==> config.mk <==
export PLATFORM = sky130hd
export DESIGN_NAME = fwd_hazard_ctrl
export DESIGN_NICKNAME = d
export VERILOG_FILES = /design/src/rtl/fwd_hazard_ctrl.sv
export SDC_FILE = /design/constraint.sdc
export NUM_CORES = 1
export LEC_CHECK = 0
export CAP_MARGIN = 25
export CORE_MARGIN = 2
export CORE_UTILIZATION = 50
export CTS_CLUSTER_DIAMETER = 50
export CTS_CLUSTER_SIZE = 20
export DETAILED_ROUTE_END_ITERATION = 8
export PLACE_DENSITY = 0.88
export SLEW_MARGIN = 30
export SYNTH_ARGS = -nofsm -noshare
export SYNTH_HDL_FRONTEND = slang
export SYNTH_SLANG_ARGS = --single-unit
export TNS_END_PERCENT = 20
==> constraint.sdc <==
create_clock -name clk -period 2.6 [get_ports clk]
set_clock_uncertainty 0.05 [all_clocks]
set_input_delay 0.39 -clock clk [delete_from_list [all_inputs] [get_ports clk]]
set_output_delay 0.39 -clock clk [all_outputs]
set_load 0.03 [all_outputs]
==> src/rtl/fwd_hazard_ctrl.sv <==
// Forwarding and load-use hazard controller for a 5-stage integer pipeline.
// Optional perf counters (stall_count, fwd_count) are enabled by FWD_HAZARD_PERF_EN.
module fwd_hazard_ctrl #(
  parameter int REG_ADDR_W = 5,
  parameter bit ZERO_REG   = 1'b1
) (
  input  logic                  clk,
  input  logic                  reset,
  input  logic                  id_valid,
  input  logic [REG_ADDR_W-1:0] id_rs1,
  input  logic [REG_ADDR_W-1:0] id_rs2,
  input  logic                  id_use_rs1,
  input  logic                  id_use_rs2,
  input  logic [REG_ADDR_W-1:0] id_rd,
  input  logic                  id_reg_write,
  input  logic                  id_mem_read,
  input  logic                  flush,
  input  logic                  mem_stall,
  output logic                  hazard_stall,
  output logic [1:0]            sel_a,
  output logic [1:0]            sel_b,
  output logic                  ex_valid
`ifdef FWD_HAZARD_PERF_EN
  ,
  output logic [31:0]           stall_count,
  output logic [31:0]           fwd_count
`endif
);

  // Tracking entries; only the EX entry needs its load flag, since a load
  // that has reached MEM or WB forwards like any other producer.
  logic                  r_ex_valid;
  logic [REG_ADDR_W-1:0] r_ex_rd;
  logic                  r_ex_we;
  logic                  r_ex_load;
  logic                  r_mem_valid;
  logic [REG_ADDR_W-1:0] r_mem_rd;
  logic                  r_mem_we;
  logic                  r_wb_valid;
  logic [REG_ADDR_W-1:0] r_wb_rd;
  logic                  r_wb_we;
  logic [1:0]            r_sel_a;
  logic [1:0]            r_sel_b;

  logic                  w_ex_a;
  logic                  w_ex_b;
  logic                  w_mem_a;
  logic                  w_mem_b;
  logic                  w_wb_a;
  logic                  w_wb_b;
  logic [1:0]            w_sel_a;
  logic [1:0]            w_sel_b;
  logic                  w_stall;
  logic                  w_issue;

  function automatic logic f_match(input logic v, input logic we,
                                   input logic [REG_ADDR_W-1:0] rd,
                                   input logic [REG_ADDR_W-1:0] src,
                                   input logic use_s);
    logic zero_ok;
    zero_ok = (ZERO_REG == 1'b0) || (src != {REG_ADDR_W{1'b0}});
    return v & we & (rd == src) & use_s & zero_ok;
  endfunction

  function automatic logic [1:0] f_sel(input logic m_ex, input logic m_mem,
                                       input logic m_wb);
    logic [1:0] sel;
    if (m_ex) begin
      sel = 2'b01;
    end else if (m_mem) begin
      sel = 2'b10;
    end else if (m_wb) begin
      sel = 2'b11;
    end else begin
      sel = 2'b00;
    end
    return sel;
  endfunction

  // Source matching, select priority and load-use detection.
  always_comb begin
    w_ex_a  = f_match(r_ex_valid,  r_ex_we,  r_ex_rd,  id_rs1, id_use_rs1);
    w_ex_b  = f_match(r_ex_valid,  r_ex_we,  r_ex_rd,  id_rs2, id_use_rs2);
    w_mem_a = f_match(r_mem_valid, r_mem_we, r_mem_rd, id_rs1, id_use_rs1);
    w_mem_b = f_match(r_mem_valid, r_mem_we, r_mem_rd, id_rs2, id_use_rs2);
    w_wb_a  = f_match(r_wb_valid,  r_wb_we,  r_wb_rd,  id_rs1, id_use_rs1);
    w_wb_b  = f_match(r_wb_valid,  r_wb_we,  r_wb_rd,  id_rs2, id_use_rs2);
    w_sel_a = f_sel(w_ex_a, w_mem_a, w_wb_a);
    w_sel_b = f_sel(w_ex_b, w_mem_b, w_wb_b);
    w_stall = id_valid & ~flush & r_ex_load & (w_ex_a | w_ex_b);
    w_issue = id_valid & ~flush & ~w_stall;
  end

  assign hazard_stall = w_stall;
  assign sel_a        = r_sel_a;
  assign sel_b        = r_sel_b;
  assign ex_valid     = r_ex_valid;

  // Pipeline tracking advance; a bubble keeps the stale index fields but is invalid.
  always_ff @(posedge clk or posedge reset) begin
    if (reset) begin
      r_ex_valid  <= 1'b0;
      r_ex_rd     <= {REG_ADDR_W{1'b0}};
      r_ex_we     <= 1'b0;
      r_ex_load   <= 1'b0;
      r_mem_valid <= 1'b0;
      r_mem_rd    <= {REG_ADDR_W{1'b0}};
      r_mem_we    <= 1'b0;
      r_wb_valid  <= 1'b0;
      r_wb_rd     <= {REG_ADDR_W{1'b0}};
      r_wb_we     <= 1'b0;
      r_sel_a     <= 2'b00;
      r_sel_b     <= 2'b00;
    end else if (!mem_stall) begin
      r_wb_valid  <= r_mem_valid;
      r_wb_rd     <= r_mem_rd;
      r_wb_we     <= r_mem_we;
      r_mem_valid <= r_ex_valid;
      r_mem_rd    <= r_ex_rd;
      r_mem_we    <= r_ex_we;
      r_ex_valid  <= w_issue;
      r_ex_rd     <= id_rd;
      r_ex_we     <= id_reg_write;
      r_ex_load   <= id_mem_read & w_issue;
      r_sel_a     <= w_issue ? w_sel_a : 2'b00;
      r_sel_b     <= w_issue ? w_sel_b : 2'b00;
    end
  end

`ifdef FWD_HAZARD_PERF_EN
  logic [31:0] r_stall_count;
  logic [31:0] r_fwd_count;

  // Saturating performance counters, frozen together with the pipeline.
  always_ff @(posedge clk or posedge reset) begin
    if (reset) begin
      r_stall_count <= 32'd0;
      r_fwd_count   <= 32'd0;
    end else if (!mem_stall) begin
      if (w_stall && (r_stall_count != 32'hFFFF_FFFF)) begin
        r_stall_count <= r_stall_count + 32'd1;
      end
      if (w_issue && ((w_sel_a != 2'b00) || (w_sel_b != 2'b00)) &&
          (r_fwd_count != 32'hFFFF_FFFF)) begin
        r_fwd_count <= r_fwd_count + 32'd1;
      end
    end
  end

  assign stall_count = r_stall_count;
  assign fwd_count   = r_fwd_count;
`endif

endmodule

# Word level (Yosys, flattened, before mapping)
# Cells that the tools add are included.
[op_classes] n_reduce_logical=2 mux=8 n_bitwise=29 n_eq_ne=6
[ops] operator="$eq 5x5->1" n=6
[ops] operator="$and 1x1->1" n=26
[ops] operator="$mux 2" n=8
[ops] operator="$reduce_bool 5->1" n=2
[ops] operator="$not 1->1" n=2
[ops] operator="$or 1x1->1" n=1
[totals] word_cells=57 output_inout_bits=6 register_bits=26 input_bits=24

# Longest topological paths before layout
# Gate-level depths: netlist of the first run.
[depth] word_depth=9 mapped_depth=5 depth_no_buf=5

# Least setup slack after synthesis of the first run
# OpenSTA, ideal clock, no wires.
[synth_timing] kind="reg-to-output" startpoint="register r_ex_valid, in the netlist ex_valid" endpoint="output port hazard_stall" t_arrival_ns=1.728 required_time_ns=2.160 path_stages_with_launch=5 setup_slack_ns=0.432 path_buffers=0 path_cell_list="dfrtp_1 -> nand2_1 -> nor4_1 -> o21a_4 -> and3b_1"
[synth_via] elab_chain_cells=6 elab_cells_between_ends=9 classes_between="bitwise (9)"
[synth_lines] item="from (decl)" line_no="32" text="logic r_ex_valid;"
[synth_lines] item="from (signal assigned)" line_no="121" text="r_ex_valid <= w_issue;"
[synth_lines] item="$and 1x1->1 (*)" line_no="62" text="return v & we & (rd == src) & use_s & zero_ok;"
[synth_lines] item="$and 1x1->1 (3 in series)" line_no="62"
[synth_lines] item="$or 1x1->1 (*)" line_no="90" text="w_stall = id_valid & ~flush & r_ex_load & (w_ex_a | w_ex_b);"
[synth_lines] item="$and 1x1->1 (*)" line_no="90"
[synth_lines] item="to (decl)" line_no="19" text="output logic hazard_stall,"
# Mark *: on every way between the ends. The rest lies on a longest branch, timed or not.

# Worst setup path after layout of the first run
[layout_timing] startpoint="input port id_rs2[1]" endpoint="output port hazard_stall"
[layout_via] elab_chain_cells=6 elab_cells_between_ends=7 classes_between="eq/ne (1); bitwise (5); reduce/logical (1)"
[layout_lines] item="from (decl)" line_no="11" text="input logic [REG_ADDR_W-1:0] id_rs2,"
[layout_lines] item="$eq 5x5->1" line_no="62"
[layout_lines] item="$and 1x1->1 (2 in series)" line_no="62"
[layout_lines] item="$and 1x1->1 (*)" line_no="62"
[layout_lines] item="$or 1x1->1 (*)" line_no="90"
[layout_lines] item="$and 1x1->1 (*)" line_no="90"
# Marked as above.

==> reports/qor.yml, run 1 <==
sta:
  fin_hold_ws_ns: 0.330
  worst_pin_slew_ns: 0.315
  max_freq_ghz: 0.398
  slew_headroom_pct: 79.0
  rsz0062_at_grt: "no"
  maxSlewViolCount: 0
  finalHoldViolations: 0
  period_share_pct: 96.7
  period_needed_ns: 2.51
  tns_ns: 0
  setup_viol: 0
critical_path:
  cp.arrival_ns: 2.07
  path_class: "in2out"
  cp.required_ns: 2.16
  cp_max_fo: 2
  cp-end-kind: "output pin"
  worstSetupStartpointType: "input pin"
floorplan:
  die_area_um2: 3310
  core_area_um2: 2730
  die_w_um: 57.6
  boundaryPins: 30
  die_h_um: 57.6
  rows: 19
  start_util_pct: 52.5
clock_tree:
  clock_path_buffers: 2
  clkSinkCount: 26
  cts-buffers-inserted: 3
  cts_tree: "yes"
  htreeDepth: 1
  clkTransAtPathRegs_ns: 0.15
  clockRootBuffer: "clkbuf_4"
  clock_latency_ns: 0.33
  cts_hold_buf: 0
  cts_setup_buffers: 0
global_route:
  grt_max_degree: 27
  overflow: 0
  grt_pass1_wl_um: 5390
  grt_pass1_vias: 1180
  antenna_found_initial: 0
  grtUsageTotal_pct: 21.6
outcome:
  status: "completed"
final_layout:
  nNetsFinal: 195
  diodes: 0
  n_fill_cell: 210
  final_common_cell: "xnor2_1"
  drive_gt1_share_pct: 30.6
  final_cell_mix: "28 x xnor2_1, 26 x dfrtp_1, 21 x clkdlybuf4s50_1"
  area_growth_pct: 37.4
detailed_routing:
  drc: 0
  vias: 1133
  drt_iter0_markers: 46
  wl_um: 3270
  post_drt_wl_per_cell_um: 16.3
  ant_nets: 0
  first_pass_iters: 5
  post_drt_via_cell_ratio: 5.64
flow_run:
  drv_cap: 0
placed_design:
  port_buffers: 29
  place_congestion: 0.948
  dp_hpwl_um: 2500
yosys:
  synth_nets: 148
  synthTopCellsByArea: "dfrtp_1 45%, xnor2_1 17%, mux2_2 16%"
  synth_top_area_share_pct: 45.3
  yosys.area.top_type: "dfrtp_1"
  ys_seq_elements: 26
  yosysWarnings: 0
  synthCells: 124
  netlist_area_um2: 1440
  synth_cell_types: 26
  ys_seq_area_share_pct: 45.3
  syn_area_per_cell_um2: 11.6
power:
  max-vdd-ir-drop_v: 0.000501
  p_leak_nw: 0.791
  power_density_nw_per_um2: 531
  power.total_mw: 1.05
min_path:
  hold_path.class: "in2async"
## critical path, cell delays in order
cell             delay, ns
clkdlybuf4s50_1       0.48
buf_4                 0.12
xnor2_1               0.11
nand4_1               0.19
nor4_4                0.30
o21a_4                0.16
and3b_1               0.17
buf_4                 0.16
## routing by layer
layer	global-route usage (%)	vias to the layer above	share of wire, %
met5	0	-	0
met4	12.6	0	4.7
met3	3.85	15	3.2
met2	35.9	26	50
met1	26.1	559	42
li1	-	533	-
## per-stage QoR
step	worst slack (ns)	cells	util, %	area, um2
after floorplan	0.432	124	-	1440
after detailed placement	-0.0837	197	68.6	1870
after global routing	0.0138	201	72.1	1970
after CTS	0.00733	201	71.4	1950
final	0.0863	201	72.1	1970
after global placement	-0.0158	197	68.6	1870
## synthesized netlist by cell type, drive strengths merged
cell	count
a21oi	2
and3b	1
buf	2
clkbuf	2
dfrtp	26
inv	2
mux2	20
nand2	7
nand3	4
nand4	6
nor2	1
nor3	4
nor4	2
o21a	1
o21ai	3
o21bai	1
o31ai	4
o41ai	1
or3	2
or3b	1
or4	2
xnor2	28
xor2	2
## flip-flops by register name (all words and copies together) (netlist names), 2 cells and up
name      flops
sel_a         2
sel_b         2
r_mem_rd      5
r_wb_rd       5
r_ex_rd       5
## power breakdown
group	internal (mW)	leakage, nW	switching [mW]	total, mW
Combinational	0.149	0.444	0.104	0.253
Sequential	0.452	0.320	0.0596	0.512
Clock	0.156	0.0279	0.126	0.282
Total	0.757	0.791	0.290	1.05
## timing repair
item                       in CTS  in global routing
gates resized for setup        10                  4
pin swaps                       1                  1
setup endpoints to repair       1                  1
## final cells by class
cell class	instances	area (um2)	area share, %
flip-flops and latches	26	651	33.0
clock inverters	1	30.0	1.52
repair buffers	46	414	21.0
well taps	31	38.8	1.97
inverters	2	7.51	0.381
multi-input cells	92	808	41.0
clock buffers	3	22.5	1.14
## final timing paths
| path | start | endpoint | slack (ns) | depth (start not counted) |
|---|---|---|---|---|
| min in group clk | sel_a[1] | sel_a[1] | 0.45 | 2 |
| max | id_rs2[1] | hazard_stall | 0.09 | 8 |
| max reg2reg | r_ex_rd[4] | ex_valid | 0.89 | 6 |
| min | reset | r_ex_rd[0] | 0.33 | 3 |
| min reg2reg | sel_a[1] | sel_a[1] | 0.45 | 2 |
| max in group asynchronous | reset | r_ex_rd[3] | 1.93 | 3 |
## kinds of logic after synthesis
family	share of synthesized area (%)
buf+inv	1.57
xor+xnor	18.3
flops	45.3
simple gates	12.0
compound gates	7.06
mux	15.7
Note: power is estimated with default switching activity, not from simulation.
==> run 2, diff against run 1 <==
--- a/config.mk
+++ b/config.mk
@@ -8,11 +8,12 @@
 export CAP_MARGIN = 25
 export CORE_MARGIN = 2
 export CORE_UTILIZATION = 50
+export CTS_BUF_LIST = sky130_fd_sc_hd__clkbuf_16
 export CTS_CLUSTER_DIAMETER = 50
 export CTS_CLUSTER_SIZE = 20
 export DETAILED_ROUTE_END_ITERATION = 8
 export PLACE_DENSITY = 0.88
-export SLEW_MARGIN = 30
+export SLEW_MARGIN = 20
 export SYNTH_ARGS = -nofsm -noshare
 export SYNTH_HDL_FRONTEND = slang
 export SYNTH_SLANG_ARGS = --single-unit
==> run 2 against run 1 <==
  * Die area unchanged
  * Register-to-register slack about the same
  * Non-clock buffer count increased by 1
  * Highest routed layer unchanged
==> reports/qor.yml, run 2 (synthesis gave the netlist of run 1 again) <==
final_layout:
  n_fill_cell: 191
  diodes: 0
  nNetsFinal: 196
  final_common_cell: "xnor2_1"
  finalInstanceArea_um2: 2030
  final_cell_mix: "28 x xnor2_1, 26 x dfrtp_1, 21 x clkdlybuf4s50_1"
  area_growth_pct: 41.3
  drive_gt1_share_pct: 31.0
  largest_registers: "r_ex_rd (5), r_mem_rd (5), r_wb_rd (5)"
  fin_cells: 202
critical_path:
  cp.arrival_ns: 2.07
  worst_r2r_endpoint: "ex_valid"
  worstSetupStartpointType: "input pin"
  path_class: "in2out"
  cp_max_fo: 2
  path_cells: "clkdlybuf4s50_1, buf_4, xnor2_1, nand4_1, nor4_4, o21a_4, and3b_1, buf_4"
  cp.required_ns: 2.16
  r2r_slack_ns: 0.88
  cp_common_cell: "buf_4"
  cpMaxStageDelayCell: "clkdlybuf4s50_1"
  cp-end-kind: "output pin"
  reg2reg_depth: 6
  crit_path_max_incr_delay_ns: 0.48
  timing.rr.start: "r_ex_rd[2]"
sta:
  period_share_pct: 96.7
  finalHoldViolations: 0
  maxSlewViolCount: 0
  worst_pin_slew_ns: 0.320
  rsz0062_at_grt: "no"
  period_needed_ns: 2.51
  tns_ns: 0
  slew_headroom_pct: 78.7
  setup_viol: 0
  max_freq_ghz: 0.398
global_route:
  grtUsageTotal_pct: 22.2
  use_met2_pct: 38.1
  grt.met1_usage_pct: 28.4
  grt_max_degree: 27
  antenna_found_initial: 0
  top_usage_layer: "met2"
  grt_pass1_vias: 1199
  grt_pass1_wl_um: 5580
  grtUsageMet3_pct: 2.49
  overflow: 0
power:
  power.total_mw: 1.21
  p_leak_nw: 0.811
  power_density_nw_per_um2: 597
  max-vdd-ir-drop_v: 0.000482
placed_design:
  placed_area_um2: 1870
  place_congestion: 0.948
  port_buffers: 29
  dp_hpwl_um: 2500
  dp.cells: 197
flow_run:
  drv_cap: 0
detailed_routing:
  vias: 1136
  post_drt_via_cell_ratio: 5.62
  drc: 0
  ant_nets: 0
  post_drt_wl_per_cell_um: 16.5
  wl_um: 3320
  drt_iter0_markers: 43
  first_pass_iters: 4
floorplan:
  die_w_um: 57.6
  start_util_pct: 52.5
  rows: 19
  boundaryPins: 30
  die_area_um2: 3310
  core_area_um2: 2730
  die_h_um: 57.6
min_path:
  hold_path.class: "in2async"
clock_tree:
  htreeDepth: 1
  clock_path_buffers: 2
  clock_latency_ns: 0.26
  clkSinkCount: 26
  clkTransAtPathRegs_ns: 0.07
  clockRootBuffer: "clkbuf_16"
  cts-buffers-inserted: 3
  cts_hold_buf: 0
  cts_tree: "yes"
outcome:
  status: "completed"
==> run 2: final cells by class <==
class | instances | area (um2) | area share [%]
multi-input cells | 92 | 808 | 39.9
flip-flops and latches | 26 | 651 | 32.1
repair buffers | 47 | 418 | 20.6
clock buffers | 3 | 75.1 | 3.70
well taps | 31 | 38.8 | 1.91
clock inverters | 1 | 30.0 | 1.48
inverters | 2 | 7.51 | 0.370
==> run 2: what timing repair did <==
item | 4_1_cts | 5_1_grt
resized for setup | 11 | 3
endpoints found under the setup margin | 1 | 1
pin swaps | 2 | 1
setup buffers | 1 | 0
gates cloned | 0 | 0
endpoints found under the hold margin | 0 | 0
==> run 2: worst max path at each step <==
stage                         start      endpoint  slack, ns  depth (start not counted)
after floorplan            ex_valid  hazard_stall       0.43                          4
after CTS                 id_rs2[1]  hazard_stall     0.0003                          7
final                     id_rs2[1]  hazard_stall       0.09                          8
after global routing      id_rs2[1]  hazard_stall       0.01                          8
after detailed placement  id_rs1[1]  hazard_stall      -0.08                          7
after global placement    id_rs1[1]  hazard_stall      -0.02                          7
==> run 2: critical path, delay by kind of cell <==
kind | cells | cell delay [ns]
xor gates and xnor gates | 1 | 0.11
AOI/OAI and AO/OA | 1 | 0.16
and+or+nand+nor | 3 | 0.67
buffers and inverters | 3 | 0.76
==> run 2: where the power goes <==
part           internal [mW]  switching [mW]  leakage (nW)  total (mW)
clock                  0.306           0.137        0.0511       0.443
combinational          0.150           0.105         0.441       0.255
sequential             0.453          0.0598         0.320       0.512
total                  0.909           0.301         0.811        1.21
==> run 2: routing by layer <==
layer,part of all wire (%),vias up
met5,0,-
met3,3.4,10
met2,51,31
met4,2.5,0
li1,-,534
met1,43,561
==> run 2: through the flow <==
| stage | setup WS (ns) | hold WS (ns) | utilization [%] |
|---|---|---|---|
| after floorplan | 0.432 | 0.380 | - |
| after global placement | -0.0158 | 0.415 | 68.6 |
| after detailed placement | -0.0837 | 0.425 | 68.6 |
| after CTS | 0.000331 | 0.437 | 73.5 |
| after global routing | 0.0143 | 0.452 | 74.2 |
| final | 0.0857 | 0.426 | 74.2 |
